==> src/rtl/hdmi_pkg.sv <==
// Shared definitions for the HDMI raster sequencer: FSM states, 640x480
// timing defaults, pixel field offsets and colour-bar constants.
package hdmi_pkg;

   typedef enum logic [2:0] {
      ST_IDLE   = 3'd0,
      ST_FLUSH  = 3'd1,
      ST_ARMED  = 3'd2,
      ST_RUN    = 3'd3,
      ST_RESYNC = 3'd4
   } state_e;

   localparam int CNT_W = 12;

   localparam int DEF_H_ACTIVE = 640;
   localparam int DEF_H_FP     = 16;
   localparam int DEF_H_SYNC   = 96;
   localparam int DEF_H_BP     = 48;
   localparam int DEF_V_ACTIVE = 480;
   localparam int DEF_V_FP     = 10;
   localparam int DEF_V_SYNC   = 2;
   localparam int DEF_V_BP     = 33;

   localparam int PIX_R_LSB = 16;
   localparam int PIX_G_LSB = 8;
   localparam int PIX_B_LSB = 0;

   localparam logic [23:0] BAR_WHITE   = 24'hFFFFFF;
   localparam logic [23:0] BAR_YELLOW  = 24'hFFFF00;
   localparam logic [23:0] BAR_CYAN    = 24'h00FFFF;
   localparam logic [23:0] BAR_GREEN   = 24'h00FF00;
   localparam logic [23:0] BAR_MAGENTA = 24'hFF00FF;
   localparam logic [23:0] BAR_RED     = 24'hFF0000;
   localparam logic [23:0] BAR_BLUE    = 24'h0000FF;
   localparam logic [23:0] BAR_BLACK   = 24'h000000;

   // Colour of bar number idx, left to right across the active line.
   function automatic logic [23:0] bar_color(input logic [2:0] idx);
      logic [23:0] c;
      case (idx)
         3'd0:    c = BAR_WHITE;
         3'd1:    c = BAR_YELLOW;
         3'd2:    c = BAR_CYAN;
         3'd3:    c = BAR_GREEN;
         3'd4:    c = BAR_MAGENTA;
         3'd5:    c = BAR_RED;
         3'd6:    c = BAR_BLUE;
         default: c = BAR_BLACK;
      endcase
      return c;
   endfunction

endpackage

==> src/rtl/hdmi_raster_counter.sv <==
// Horizontal/vertical raster counter with active, sync and frame-wrap flags.
// Counters park at the origin whenever run is low.
module hdmi_raster_counter
   import hdmi_pkg::*;
#(
   parameter int H_ACTIVE = DEF_H_ACTIVE,
   parameter int H_FP     = DEF_H_FP,
   parameter int H_SYNC   = DEF_H_SYNC,
   parameter int H_BP     = DEF_H_BP,
   parameter int V_ACTIVE = DEF_V_ACTIVE,
   parameter int V_FP     = DEF_V_FP,
   parameter int V_SYNC   = DEF_V_SYNC,
   parameter int V_BP     = DEF_V_BP
) (
   input  logic             clk,
   input  logic             rst,
   input  logic             run,
   output logic [CNT_W-1:0] hcnt,
   output logic [CNT_W-1:0] vcnt,
   output logic             active,
   output logic             hsync,
   output logic             vsync,
   output logic             frame_end
);

   localparam logic [CNT_W-1:0] H_ACT_C  = CNT_W'(H_ACTIVE);
   localparam logic [CNT_W-1:0] H_SYNC_S = CNT_W'(H_ACTIVE + H_FP);
   localparam logic [CNT_W-1:0] H_SYNC_E = CNT_W'(H_ACTIVE + H_FP + H_SYNC);
   localparam logic [CNT_W-1:0] H_LAST   = CNT_W'(H_ACTIVE + H_FP + H_SYNC + H_BP - 1);
   localparam logic [CNT_W-1:0] V_ACT_C  = CNT_W'(V_ACTIVE);
   localparam logic [CNT_W-1:0] V_SYNC_S = CNT_W'(V_ACTIVE + V_FP);
   localparam logic [CNT_W-1:0] V_SYNC_E = CNT_W'(V_ACTIVE + V_FP + V_SYNC);
   localparam logic [CNT_W-1:0] V_LAST   = CNT_W'(V_ACTIVE + V_FP + V_SYNC + V_BP - 1);

   logic [CNT_W-1:0] hcnt_q, hcnt_d;
   logic [CNT_W-1:0] vcnt_q, vcnt_d;
   logic             line_end;

   // Position flags decoded straight from the current counter values.
   always_comb begin
      line_end  = (hcnt_q == H_LAST);
      frame_end = line_end && (vcnt_q == V_LAST);
      active    = (hcnt_q < H_ACT_C) && (vcnt_q < V_ACT_C);
      hsync     = (hcnt_q >= H_SYNC_S) && (hcnt_q < H_SYNC_E);
      vsync     = (vcnt_q >= V_SYNC_S) && (vcnt_q < V_SYNC_E);
   end

   // Next raster position: advance while running, otherwise park at origin.
   always_comb begin
      hcnt_d = hcnt_q;
      vcnt_d = vcnt_q;
      if (!run) begin
         hcnt_d = '0;
         vcnt_d = '0;
      end else if (line_end) begin
         hcnt_d = '0;
         vcnt_d = (vcnt_q == V_LAST) ? '0 : vcnt_q + 1'b1;
      end else begin
         hcnt_d = hcnt_q + 1'b1;
      end
   end

   // Counter registers.
   always_ff @(posedge clk or posedge rst) begin
      if (rst) begin
         hcnt_q <= '0;
         vcnt_q <= '0;
      end else begin
         hcnt_q <= hcnt_d;
         vcnt_q <= vcnt_d;
      end
   end

   assign hcnt = hcnt_q;
   assign vcnt = vcnt_q;

endmodule

==> src/rtl/hdmi_video_timing_ctrl.sv <==
// Raster sequencer for the TMDS encoders: pulls pixels from the frame FIFO,
// keeps frame alignment via pix_sof and drives VDE, video and control data.
// Build option: define TEST_PATTERN_EN to show colour bars instead of black
// while the stream is not locked (FLUSH/ARMED/RESYNC).
//
// Pixel handshake: a FIFO word is consumed on a clk edge where pix_valid and
// pix_ready are both high; pix_data/pix_sof must be stable while pix_valid is
// high, and pix_ready is a combinational function of state, raster position
// and the offered word's pix_sof flag.
module hdmi_video_timing_ctrl
   import hdmi_pkg::*;
#(
   parameter int   H_ACTIVE = DEF_H_ACTIVE,
   parameter int   H_FP     = DEF_H_FP,
   parameter int   H_SYNC   = DEF_H_SYNC,
   parameter int   H_BP     = DEF_H_BP,
   parameter int   V_ACTIVE = DEF_V_ACTIVE,
   parameter int   V_FP     = DEF_V_FP,
   parameter int   V_SYNC   = DEF_V_SYNC,
   parameter int   V_BP     = DEF_V_BP,
   parameter logic SYNC_POL = 1'b0
) (
   input  logic             clk,
   input  logic             rst,
   input  logic             enable,
   input  logic             pix_valid,
   input  logic [23:0]      pix_data,
   input  logic             pix_sof,
   output logic             pix_ready,
   output logic             vde,
   output logic [7:0]       vd_r,
   output logic [7:0]       vd_g,
   output logic [7:0]       vd_b,
   output logic [1:0]       cd_b,
   output logic [1:0]       cd_g,
   output logic [1:0]       cd_r,
   output logic             frame_start,
   output logic             underflow,
   output logic [CNT_W-1:0] hcnt,
   output logic [CNT_W-1:0] vcnt,
   output state_e           dbg_state
);

   localparam logic [1:0] CD_IDLE = {2{~SYNC_POL}};

   state_e      state_q, state_d;
   logic        underflow_q, underflow_d;
   logic        vde_q, vde_d;
   logic [23:0] vd_q, vd_d;
   logic [1:0]  cd_b_q, cd_b_d;

   logic        active, hsync, vsync, frame_end;
   logic        run_cnt, at_origin, sof_seen, misalign, pix_err;
   logic [23:0] fill_pix;

   assign run_cnt = enable && (state_q != ST_IDLE);

   hdmi_raster_counter #(
      .H_ACTIVE (H_ACTIVE), .H_FP (H_FP), .H_SYNC (H_SYNC), .H_BP (H_BP),
      .V_ACTIVE (V_ACTIVE), .V_FP (V_FP), .V_SYNC (V_SYNC), .V_BP (V_BP)
   ) u_raster (
      .clk       (clk),
      .rst       (rst),
      .run       (run_cnt),
      .hcnt      (hcnt),
      .vcnt      (vcnt),
      .active    (active),
      .hsync     (hsync),
      .vsync     (vsync),
      .frame_end (frame_end)
   );

`ifdef TEST_PATTERN_EN
   localparam logic [CNT_W-1:0] BAR_W = CNT_W'(H_ACTIVE / 8);
   logic [CNT_W-1:0] bar_pos;

   // Colour bar selected by horizontal position within the active line.
   always_comb begin
      bar_pos  = hcnt / BAR_W;
      fill_pix = bar_color(bar_pos[2:0]);
   end
`else
   assign fill_pix = BAR_BLACK;
`endif

   // Pixel qualification: a sof anywhere but the origin means the FIFO and
   // raster disagree about frame boundaries; in RUN that is a stream error.
   always_comb begin
      at_origin = (hcnt == '0) && (vcnt == '0);
      sof_seen  = pix_valid && pix_sof;
      misalign  = sof_seen && !at_origin;
      pix_err   = active && (!pix_valid || misalign);
      pix_ready = ((state_q == ST_FLUSH) && !sof_seen) ||
                  ((state_q == ST_RUN) && active && !misalign);
      frame_start = (state_q != ST_IDLE) && at_origin;
   end

   // Next-state logic for stream alignment and the sticky underflow flag.
   always_comb begin
      state_d     = state_q;
      underflow_d = underflow_q;
      if (!enable) begin
         state_d     = ST_IDLE;
         underflow_d = 1'b0;
      end else begin
         case (state_q)
            ST_IDLE:   state_d = ST_FLUSH;
            ST_FLUSH:  if (sof_seen) state_d = ST_ARMED;
            ST_ARMED:  if (frame_end) state_d = ST_RUN;
            ST_RUN: begin
               if (pix_err) begin
                  state_d     = ST_RESYNC;
                  underflow_d = 1'b1;
               end
            end
            ST_RESYNC: if (frame_end) state_d = ST_FLUSH;
            default:   state_d = ST_IDLE;
         endcase
      end
   end

   // Encoder-facing outputs for the current raster position.
   always_comb begin
      vde_d  = 1'b0;
      vd_d   = '0;
      cd_b_d = CD_IDLE;
      if (enable && (state_q != ST_IDLE)) begin
         cd_b_d = {vsync ? SYNC_POL : ~SYNC_POL, hsync ? SYNC_POL : ~SYNC_POL};
         if (active) begin
            vde_d = 1'b1;
            if (state_q == ST_RUN) begin
               vd_d = pix_err ? BAR_BLACK : pix_data;
            end else begin
               vd_d = fill_pix;
            end
         end
      end
   end

   // State and output registers.
   always_ff @(posedge clk or posedge rst) begin
      if (rst) begin
         state_q     <= ST_IDLE;
         underflow_q <= 1'b0;
         vde_q       <= 1'b0;
         vd_q        <= '0;
         cd_b_q      <= CD_IDLE;
      end else begin
         state_q     <= state_d;
         underflow_q <= underflow_d;
         vde_q       <= vde_d;
         vd_q        <= vd_d;
         cd_b_q      <= cd_b_d;
      end
   end

   assign vde       = vde_q;
   assign vd_r      = vd_q[PIX_R_LSB +: 8];
   assign vd_g      = vd_q[PIX_G_LSB +: 8];
   assign vd_b      = vd_q[PIX_B_LSB +: 8];
   assign cd_b      = cd_b_q;
   assign cd_g      = 2'b00;
   assign cd_r      = 2'b00;
   assign underflow = underflow_q;
   assign dbg_state = state_q;

endmodule
==> config.mk <==
export PLATFORM = sky130hd
export DESIGN_NAME = hdmi_video_timing_ctrl
export DESIGN_NICKNAME = d
export VERILOG_FILES = /design/src/rtl/hdmi_pkg.sv /design/src/rtl/hdmi_raster_counter.sv /design/src/rtl/hdmi_video_timing_ctrl.sv
export SDC_FILE = /design/constraint.sdc
export NUM_CORES = 1
export LEC_CHECK = 0
export CAP_MARGIN = 25
export CORE_ASPECT_RATIO = 0.7
export CORE_UTILIZATION = 45
export DETAILED_ROUTE_END_ITERATION = 7
export HOLD_SLACK_MARGIN = 0.06
export PLACE_DENSITY = 0.84
export SLEW_MARGIN = 20
export SYNTH_ARGS = -nofsm -noshare
export SYNTH_HDL_FRONTEND = slang
export SYNTH_SLANG_ARGS = --single-unit
==> constraint.sdc <==
create_clock -name clk -period 2.5 [get_ports clk]
set_input_delay 0.625 -clock clk [delete_from_list [all_inputs] [get_ports clk]]
set_output_delay 0.625 -clock clk [all_outputs]
set_load 0.03 [all_outputs]
Word-level counts from Yosys, hierarchy flattened
Index checks and enable logic that the tools add are counted.
{"block": "totals", "reg_bits": 55, "out_inout_bits": 61, "wordCells": 76}
{"block": "op_classes", "n_addsub": 2, "magnitude_cmp": 6, "eq_ne": 13, "muxes": 23, "reduce_logical": 25}
{"op": "2-to-1 mux 24 bit", "count": 4}
{"op": "2-to-1 mux 12 bit", "count": 5}
{"op": "adder 12 x 1 -> 12 bit (second input constant)", "count": 2}
{"op": "equality test 12 x 10 -> 1 bit (second input constant)", "count": 2}
{"op": "zero test 12 bit", "count": 2}
{"op": "less-than comparator 12 x 10 -> 1 bit (second input constant)", "count": 2}
{"op": "less-than comparator 12 x 9 -> 1 bit (second input constant)", "count": 2}
{"op": "2-to-1 mux 3 bit", "count": 5}
{"op": "case mux 3 bit (5 select lines)", "count": 1}
{"op": "logical AND 1 bit", "count": 13}
{"op": ">= comparator 12 x 10 -> 1 bit (second input constant)", "count": 1}
{"op": ">= comparator 12 x 9 -> 1 bit (second input constant)", "count": 1}
{"op": "!= test 3 bit (second input constant)", "count": 4}
{"op": "2-to-1 mux 1 bit", "count": 7}
{"op": "equality test 3 x 2 -> 1 bit (second input constant)", "count": 2}
{"op": "zero test 1 bit", "count": 4}
{"op": "!= test 2 x 1 -> 1 bit (second input constant)", "count": 2}
{"op": "AND reduction 4 bit", "count": 1}
{"op": "equality test 3 x 1 -> 1 bit (second input constant)", "count": 1}
{"op": "equality test 3 bit (second input constant)", "count": 1}
{"op": "zero test 3 bit", "count": 1}
{"op": "nonzero test 3 bit", "count": 1}
{"op": "logical OR 1 bit", "count": 2}
{"op": "2-to-1 mux 2 bit", "count": 1}
{"op": "2 further kinds", "count": 2}

Logic depth before layout (Yosys ltp)
{"block": "logic_depth", "depth_word": 10, "mapped_depth": 8, "depth_no_buf": 7}

Hierarchy
Synthesis repeated with hierarchy kept, for this count alone.
{"block": "hier_totals", "hier_cells": 263, "hier_area_um2": 2870.3}
{"module": "hdmi_video_timing_ctrl", "n_inst": 1, "cells_per_inst": 110, "area_each_um2": 1440.1, "seq_area_each_um2": 778.2}
{"module": "hdmi_raster_counter", "n_inst": 1, "cells_per_inst": 153, "area_each_um2": 1430.1, "seq_area_each_um2": 600.6}

Least setup slack after synthesis
OpenSTA, ideal clock, no wires.
{"block": "synth_path", "path_type": "register to output", "from": "register u_raster.hcnt_q[0], in the netlist u_raster.hcnt[0]", "to": "output port pix_ready", "t_arrival_ps": 2093, "t_required_ps": 1875, "slack_ps": -218, "path_stages_with_launch": 8, "cell_sequence": "dfrtp_1 -> inv_1 -> ha_1 -> nor4b_1 -> nand3_1 -> nor2_1 -> a21oi_1 -> a2111oi_2"}
{"block": "synth_via", "elab_chain_len": 7, "elab_cells_between_ends": 10}
{"item": "from (decl)", "line": "hdmi_raster_counter.sv:35", "source": "logic [CNT_W-1:0] hcnt_q, hcnt_d;"}
{"item": "from (signal assigned)", "line": "hdmi_raster_counter.sv:69", "source": "hcnt_q <= hcnt_d;"}
{"item": "branches (longest 5 deep; another with less-than comparator 12 x 10 -> 1 bit)"}
{"item": "logical AND 1 bit (*)", "line": "hdmi_video_timing_ctrl.sv:94", "source": "((state_q == ST_RUN) && active && !misalign);"}
{"item": "logical OR 1 bit (*)", "line": "hdmi_video_timing_ctrl.sv:93", "source": "pix_ready = ((state_q == ST_FLUSH) && !sof_seen) ||"}
{"item": "to (decl)", "line": "hdmi_video_timing_ctrl.sv:29", "source": "output logic pix_ready,"}
Mark *: on every way between the ends.

Worst setup path after layout
{"block": "layout_path", "from": "register u_raster.hcnt_q[10], in the netlist u_raster.hcnt[10]", "to": "output port pix_ready"}
The elaborated chain is that of the path after synthesis.

==> results.py <==
metrics = {
    "outcome": {
        "violations": "setup timing",
        "status": "finished, violations left",
    },
    "synth": {
        "syn_area_sq_um": 2630,
        "yosysTopAreaCell": "dfrtp_1",
        "synth_top_area_frac": 0.504,
        "synth.area.top_cells": "dfrtp_1 (50%), and2_1 (6.2%), nor2_1 (3.4%), a211oi_2 (2.9%), xnor2_1 (2.7%)",
        "synth_commonest_cells": "dfrtp_1 (53), and2_1 (26), nor2_1 (24)",
        "yosysUniqueCellTypes": 47,
        "ys_seq_elements": 55,
        "synth_edf_count": 0,
        "ys_warn_count": 0,
        "netlist_instances": 239,
        "synth-seq-area-share": 0.524,
        "synth_most_common_cell": "dfrtp_1",
        "async_reset_ff_frac": 1.00,
        "synth_ff_type": "dfrtp_1",
        "syn_avg_cell_area_sq_um": 11.0,
    },
    "hold_path": {
        "hold_class": "reg2reg",
        "hold_depth": 1,
        "whs_endpoint": "underflow$_DFFE_PP0P_",
        "min-delay-start": "underflow$_DFFE_PP0P_",
    },
    "timing": {
        "whs_ns": 0.549,
        "period_share": 1.05,
        "fin_skew_ns": 0.00636,
        "setup_viol": 2,
        "hold_viol": 0,
        "setup_slack_ns": -0.129,
        "fmax_mhz": 380,
        "worst_pin_slew_ns": 0.572,
        "slew_headroom": 0.617,
        "slew_viol_final": 0,
        "period_minus_slack_ns": 2.63,
        "rsz0062_at_grt": "yes",
    },
    "global_route": {
        "overflow": 0,
        "antenna_found_initial": 0,
        "grt_max_degree": 56,
        "grt_pass1_vias": 2089,
        "grt.total_usage": 0.219,
        "grt_pass1_wl_mm": 10.3,
    },
    "cts": {
        "cts_sinks": 55,
        "cts_hold_buf": 0,
        "htree_levels": 2,
        "path_clk_slew_ns": 0.10,
        "clkLatencyLatePin_ns": 0.31,
        "cts_buffers": 5,
        "ctsLongestPathBuffers": 2,
        "cts_root_buffer": "clkbuf_8",
        "cts_tree": "done",
    },
    "floorplanning": {
        "die_area_sq_um": 6160,
        "die_w_um": 93.4,
        "die_h_um": 66.0,
        "core_sq_um": 5420,
        "placementRows": 22,
        "initial_core_util": 0.485,
        "io_pins": 90,
    },
    "power": {
        "intPower_uw": 1230,
        "swShare": 0.280,
        "share_comb_of_total_power": 0.162,
        "leakage_uw": 0.00166,
        "p_sw_uw": 480,
        "power.density_nw_per_um2": 449,
        "seqPwrFrac": 0.536,
        "vdd_drop_max_v": 0.000315,
        "p_clk_frac": 0.302,
    },
    "detailed_routing": {
        "drc": 0,
        "wl_per_cell_um": 15.3,
        "ant_nets": 0,
        "vias_per_cell": 5.21,
        "drt-initial-drc-count": 115,
        "vias": 2145,
        "drt_wl_total_mm": 6.31,
        "dr.pass1.iters": 4,
    },
    "critical_path": {
        "reg2reg_from": "u_raster.hcnt[1]$_DFF_PP0_",
        "crit_arrival_ns": 2.00,
        "crit_chain": "nor2_2, nand4_1, a2111oi_4, buf_6",
        "start_kind": "flop",
        "slowest_stage": "a2111oi_4",
        "timing.rr.end": "u_raster.vcnt[8]$_DFFE_PP0P_",
        "max_stage_delay_ns": 0.47,
        "path_delay_family": "simple AND/OR/NAND/NOR gates",
        "end_kind": "primary output",
        "crit_type": "reg2out",
        "critical_path_required_ns": 1.88,
        "cp_num_buf_inv": 1,
        "r2r_cells": 6,
        "worstPathMaxFanout": 4,
        "r2r_slack_ns": 0.40,
    },
    "layout": {
        "multiInputGateArea_sq_um": 1220,
        "area_growth_pct": 44.5,
        "seq_area_sq_um": 1380,
        "num-nets-final": 372,
        "utilization": 0.702,
        "n_antenna_cell": 0,
        "stdcell_area_sq_um": 3800,
        "layout-drive-gt1-share": 0.168,
        "finalNonFillerCells": 412,
        "fillers": 411,
    },
    "flow_run": {
        "cap_violations": 0,
    },
    "place": {
        "dpl_worst_slack_ns": 0.0472,
        "hpwlAfterDp_mm": 4.56,
        "globalplace.congestion": 0.832,
        "portBuffers": 85,
        "dpl_cell_area_sq_um": 3610,
        "placedCellCount": 401,
    },
}
[area by class of cell]
cell class              instances  share of cell area
well taps                      72              0.0237
repair buffers                102               0.260
multi-input cells             167               0.320
clock buffers                   5              0.0181
flip-flops and latches         55               0.363
clock inverters                 3             0.00723
inverters                       8             0.00789
[power groups by stage]
stage | registers [uW] | clock network [uW] | logic [uW]
after floorplan | 955 | 0 | 121
after global placement | 933 | 0 | 251
after detailed placement | 934 | 0 | 255
after CTS | 916 | 533 | 270
after global routing | 919 | 577 | 298
final | 917 | 516 | 277
[cell usage in the layout, fill, tap and decap left out, types with 2 or more instances in the layout]
cell and instances:
ha_1 4, nand4_1 8, xor2_1 8, conb_1 4, a32o_1 2, xnor2_1 8, dfrtp_2 3, inv_1 6
nor4_4 2, nand3_1 8, and2_1 26, nor2b_1 4, nor3b_1 2, clkdlybuf4s50_1 83, nand4_4 2, inv_2 2
dfstp_2 2, nor2_1 23, nor3_4 2, and3_1 6, nand2b_1 3, and4_1 2, o21ai_0 4, dfrtp_1 50
nor3_1 4, a211oi_2 6, nand2_1 13, a22o_1 4, o21ai_1 2, clkbuf_8 5, buf_4 17
[sequential cells by signal, indices dropped and copies added, names as in the netlist]
register       count
cd_b               2
u_raster.hcnt     12
u_raster.vcnt     12
vd_q              24
vde                1
underflow          1
dbg_state          3
[metal layers]
| metal | track usage | vias up | wire (um) |
|---|---|---|---|
| li1 | - | 1011 | - |
| met4 | 0.0385 | 0 | 29 |
| met5 | 0 | - | 0 |
| met3 | 0.0563 | 4 | 420 |
| met1 | 0.308 | 1054 | 2980 |
| met2 | 0.348 | 76 | 2880 |
[cell families (layout without fill, tap and decap cells)]
logic type               count (synthesis)  in the layout  synth area share
multiplexers                             1              1           0.00428
AND/OR/NAND/NOR                        115            115             0.260
XOR/XNOR                                16             16            0.0532
adder cells (fa/ha/maj)                  4              4            0.0190
buffers and inverters                   20            118            0.0494
other                                    1              4           0.00142
AO/OA/AOI/OAI                           27             27            0.0884
flip-flops                              55             55             0.524
[how the worst max path moves through the flow]
stage | startpoint | cells past startpoint | endpoint
final | u_raster.hcnt[10]$_DFF_PP0_ | 4 | pix_ready
after CTS | u_raster.vcnt[8]$_DFFE_PP0P_ | 6 | pix_ready
after global placement | pix_valid | 5 | pix_ready
after detailed placement | u_raster.hcnt[1]$_DFF_PP0_ | 8 | pix_ready
after global routing | u_raster.hcnt[10]$_DFF_PP0_ | 4 | pix_ready
after floorplan | u_raster.hcnt[0]$_DFF_PP0_ | 5 | frame_start
[repair_timing]
| item | in CTS | in global routing |
|---|---|---|
| setup buffers | 3 | 0 |
| endpoints found under the setup margin | 2 | 2 |
| pin swaps | 1 | 0 |
| resized for setup | 7 | 10 |
[per-stage QoR]
stage          power (uW)  setup TNS (ns)
6_report             1710          -0.185
3_5_place_dp         1190               0
5_1_grt              1790          -0.362
4_1_cts              1720          -0.206
2_1_floorplan        1080               0
3_3_place_gp         1180               0
Power figures use the tool's default switching activity.
